`src/rtl/fetch_queue.sv`:
```
// fetch_queue
//
// Instruction-fetch front end with a DEPTH-entry prefetch queue. It issues
// sequential word addresses to instruction memory and buffers each returned
// {instruction, pc} pair. The oldest pair is offered to decode through a
// valid/ready handshake. A taken branch empties the queue and redirects
// fetch to the branch target.
//
// Ports:
//   clock         rising-edge clock
//   reset         asynchronous, active-high reset
//   imem_addr     fetch address (always equal to the internal fetch pc)
//   imem_instr    instruction at imem_addr, valid when imem_stall=0
//   imem_stall    memory cannot deliver imem_instr this cycle
//   branch_taken  redirect request from execute
//   new_pc        redirect target, used only when branch_taken=1
//   out_ready     decode accepts the head entry this cycle
//   out_valid     queue holds at least one entry
//   instruction   head instruction, or NOP when empty
//   prog_counter  head pc, or the fetch pc when empty
//   instr_stall   inverse of out_valid
//   occupancy     number of entries currently held

module fetch_queue #(
  parameter int               XLEN     = 32,
  parameter int               DEPTH    = 4,
  parameter logic [XLEN-1:0]  RESET_PC = '0,
  parameter logic [XLEN-1:0]  NOP      = 32'h21000000
) (
  input  logic                      clock,
  input  logic                      reset,
  output logic [XLEN-1:0]           imem_addr,
  input  logic [XLEN-1:0]           imem_instr,
  input  logic                      imem_stall,
  input  logic                      branch_taken,
  input  logic [XLEN-1:0]           new_pc,
  input  logic                      out_ready,
  output logic                      out_valid,
  output logic [XLEN-1:0]           instruction,
  output logic [XLEN-1:0]           prog_counter,
  output logic                      instr_stall,
  output logic [$clog2(DEPTH):0]    occupancy
);

  localparam int PW = $clog2(DEPTH);
  localparam int CW = PW + 1;
  localparam logic [CW-1:0] DEPTH_C = CW'(DEPTH);

  // Entry storage. Contents need no reset: the count gates every read.
  logic [XLEN-1:0] instr_q [DEPTH];
  logic [XLEN-1:0] pc_q    [DEPTH];

  logic [PW-1:0]   head;
  logic [PW-1:0]   tail;
  logic [CW-1:0]   count;
  logic [XLEN-1:0] fetch_pc;

  logic has_data;
  logic pop;
  logic push;

  assign has_data = (count != '0);

  // A branch suppresses both queue operations. A full queue may still
  // accept a push when the head leaves in the same cycle.
  assign pop  = has_data & out_ready & ~branch_taken;
  assign push = ~branch_taken & ~imem_stall & ((count < DEPTH_C) | pop);

  // Pointer, count and fetch-pc state. The pointers are exactly PW bits
  // wide, so they wrap modulo DEPTH without explicit handling.
  always_ff @(posedge clock or posedge reset) begin
    if (reset) begin
      head     <= '0;
      tail     <= '0;
      count    <= '0;
      fetch_pc <= RESET_PC;
    end else if (branch_taken) begin
      head     <= '0;
      tail     <= '0;
      count    <= '0;
      fetch_pc <= new_pc;
    end else begin
      if (push) begin
        tail     <= tail + PW'(1);
        fetch_pc <= fetch_pc + XLEN'(1);
      end
      if (pop) begin
        head <= head + PW'(1);
      end
      case ({push, pop})
        2'b10:   count <= count + CW'(1);
        2'b01:   count <= count - CW'(1);
        default: count <= count;
      endcase
    end
  end

  // Write the fetched pair at the tail slot.
  always_ff @(posedge clock) begin
    if (push) begin
      instr_q[tail] <= imem_instr;
      pc_q[tail]    <= fetch_pc;
    end
  end

  // Outputs come only from registers and the head-indexed mux. When the
  // queue is empty, prog_counter shows the address being fetched.
  assign imem_addr    = fetch_pc;
  assign out_valid    = has_data;
  assign instr_stall  = ~has_data;
  assign instruction  = has_data ? instr_q[head] : NOP;
  assign prog_counter = has_data ? pc_q[head] : fetch_pc;
  assign occupancy    = count;

endmodule

```
`config.mk`:
```
export PLATFORM = sky130hd
export DESIGN_NAME = fetch_queue
export DESIGN_NICKNAME = d
export VERILOG_FILES = /design/src/rtl/fetch_queue.sv
export SDC_FILE = /design/constraint.sdc
export NUM_CORES = 1
export LEC_CHECK = 0
export ABC_CLOCK_PERIOD_IN_PS = 6840
export CAP_MARGIN = 5
export CELL_PAD_IN_SITES_DETAIL_PLACEMENT = 0
export CELL_PAD_IN_SITES_GLOBAL_PLACEMENT = 2
export CORE_ASPECT_RATIO = 0.5
export CORE_MARGIN = 10
export CORE_UTILIZATION = 43
export DETAILED_ROUTE_END_ITERATION = 8
export GPL_ROUTABILITY_DRIVEN = 0
export PLACE_DENSITY = 0.94
export SKIP_CTS_REPAIR_TIMING = 1
export SLEW_MARGIN = 20
export SYNTH_ARGS = -nofsm -noshare
export SYNTH_HDL_FRONTEND = slang
export SYNTH_SLANG_ARGS = --single-unit
```
`constraint.sdc`:
```
create_clock -name clock -period 6.84 [get_ports clock]
set_clock_uncertainty 0.2 [all_clocks]
set_input_delay 1.368 -clock clock [delete_from_list [all_inputs] [get_ports clock]]
set_output_delay 1.368 -clock clock [all_outputs]
set_load 0.005 [all_outputs]
```
==> impl_results.md <==
- Final WS setup: about 1.8 ns
- Synth async-reset ratio: 0.132
- Initial DRC Count: between 400 and 500
- H-tree level count: 1
- CORE AREA: approximately 28000 µm²
- Critical Path, Cell by Cell: or3_2 -> buf_4 -> inv_1 -> nand2_1 -> nand2_1 -> clkdlybuf4s50_1
- CTS Buf Count: 27
- Yosys top cell area share: 0.635
- Wire per inst: approximately 21 µm
- Setup TNS: 0 ns
- Via density: around 5.2
- Multi-input gate area: 3270 µm²
- Tmin final: 5.05 ns
- Hold Path Depth: 0
- Detailed Place HPWL: 16500 µm
- Gr usage total: 0.151
- Power density over the cells: around 310 nW/µm²
- Sequential area share after synthesis: 0.716
- Post-layout instance area: between 10000 and 15000 µm²
- Period utilization: 0.739
- Worst Setup End Kind: output pin
- Clock transition at path regs: 0.06 ns
- Yosys reg bits: 295
- EDFF count, synth: roughly 260
- Post-synthesis average cell area: ~17 µm²
- Actual slew at the worst max-slew pin: roughly 1.1 ns
- R2R depth: 9
- Critical Path Max Stage Delay: 0.88 ns
- Fraction of layout cells with a size suffix above 1: 0.137
- Final Hold Fails: 0
- Skew-Pair Late Insertion Delay: around 0.53 ns
- Top Layer Used: met4
- Maximum root-to-sink buffer count: 3
- Top post-synthesis cells by area: edfxtp_1, mux4_2, dfrtp_1
- Cells after Synth: 727
- Number of fill cells: between 2000 and 2500
- TritonCTS clock tree: yes
- Worst EP arrival: roughly 3.5 ns
- Metal-1 WL: roughly 11000 µm
- Post-synthesis cell area: between 10000 and 15000 µm²
- Met2 Wirelength: approximately 15000 µm
- Initial antenna violation count: 1
- Unique masters post-synth: 45
- Startpoint Class: register
- Seq. cell area: a little under 9000 µm²
- Post-DP Area: roughly 14000 µm²
- Row cnt: 43
- Routed Antenna Nets: 0
- Vias in the first global route: around 7200
- Dpl ws: between 2 and 2.5 ns
- CTS root buffer: clkbuf_16
- Routed WL: ~27000 µm
- DIE AREA: between 30000 and 40000 µm²
- Status: finished, final reports clean
- Area delta synth->final: 23.8%
- Max Cap Viol: 0
- Commonest cells after routing, fill and taps aside: edfxtp_1, clkdlybuf4s50_1, nand2_1
- Commonest non-fill, non-tap cell in the layout: edfxtp_1
- Residual DRC: 0
- Sink Count: a little under 300
- RSZ-0062 raised after global routing: no
- Synthesized Nets: ~800
- Grt total ovfl: 0
- Die H: ~140 µm
- Area leader, netlist: edfxtp_1
- Leakage: around 0.0050 µW
- First-pass GRT wire length: between 40000 and 50000 µm
- CP dominant cell by count: nand2_1
- Critical-path top delay cell: inv_1
- Primary FF master, synth: edfxtp_1
- Port Buffer Count: between 150 and 200
- Final setup fails: 0
- Routed vias: around 6800
- Max_slew headroom: 0.246
- WP data required: 5.27 ns
- Critical path peak fanout: 69
- Layout Nets: roughly 970
- Yosys warns: 0
- Fmax: slightly below 200 MHz
- VDD IR-drop max: between 0.15 and 0.2 mV
- Crit Path Class: reg2out
- DR pass1 iterations: 5
- Slew Viols, Final: 0
- Hold Crit Class: reg2reg
- Horiz. Die Dim: approximately 260 µm
- Initial Util: 0.437
- Largest net degree at the start of global routing: just over 70
- Wire length on met3: approximately 1100 µm
- I/O pin cnt: 170
==> worst max-delay path, delay by kind of cell, from the launching register on <==
family	cells	cell delay [ns]
buffers and inverters	3	1.77
DFF	1	0.43
and+or+nand+nor	3	0.73
==> area by class of cell <==
cell class / instances / share of cell area
clock buffers: 35 / 0.0477
clock inverters: 13 / 0.00584
well taps: 382 / 0.0319
flip-flops and latches: 295 / 0.578
multi-input cells: 387 / 0.218
diodes: 1 / 0.000167
inverters: 7 / 0.00175
repair buffers: 174 / 0.116
==> path summary, 6_finish.rpt <==
check	slack, ns	start	to
worst max-delay path	1.79	occupancy[0]	prog_counter[7]
worst min-delay path	0.36	imem_addr[30]	pc_q[0][30]
worst max register to register	3.95	occupancy[0]	occupancy[2]
worst min register to register	0.36	imem_addr[30]	pc_q[0][30]
max in group asynchronous	4.88	reset	head[0]
min in group asynchronous	1.10	reset	imem_addr[5]
==> routing by layer <==
metal / up-vias / track usage
met5: - / 0
met4: 0 / 0.0373
met3: 37 / 0.0225
met2: 145 / 0.282
met1: 3487 / 0.178
li1: 3088 / -
==> logic make-up after synthesis <==
group	synth area share
adders and majority gates	0.00682
DFF	0.716
muxes	0.124
and+or+nand+nor	0.0994
xor gates and xnor gates	0.0203
AOI/OAI and AO/OA	0.0185
buffers and inverters	0.0152
==> registers in the layout, summed over array words and instances (netlist names) <==
signal / count
instr_q: 128
pc_q: 128
imem_addr: 32
occupancy: 3
head: 2
tail: 2
==> power breakdown <==
| part | leakage, µW | switching, µW | total [µW] | internal [µW] |
|---|---|---|---|---|
| registers | 0.00281 | 108 | 2170 | 2060 |
| logic | 0.00180 | 450 | 1040 | 586 |
| clock network | 0.000390 | 621 | 1390 | 772 |
==> through the flow <==
step / std cells / util / power (µW) / hold slack, ns
floorplan: 727 / - / 2680 / 0.313
CTS: 1292 / 0.540 / 4660 / 0.355
global route: 1294 / 0.541 / 4810 / 0.395
global placement: 1244 / 0.511 / 3260 / 0.333
finish: 1294 / 0.541 / 4600 / 0.361
detailed placement: 1244 / 0.511 / 3270 / 0.349
==> synth_stat cells (4+ instances only) <==
| cell type | n |
|---|---|
| edfxtp_1 | 256 |
| nand4_1 | 13 |
| and2_1 | 34 |
| and3_1 | 4 |
| inv_1 | 7 |
| mux4_2 | 64 |
| buf_2 | 9 |
| o21ai_0 | 29 |
| nand3_1 | 16 |
| a21oi_1 | 4 |
| nor2_1 | 13 |
| dfrtp_1 | 39 |
| nor2b_1 | 5 |
| nand2_1 | 132 |
| clkbuf_1 | 26 |
| ha_1 | 5 |
| xor2_1 | 18 |
| xnor2_1 | 10 |
No activity file was read; power rests on OpenSTA's default activity.
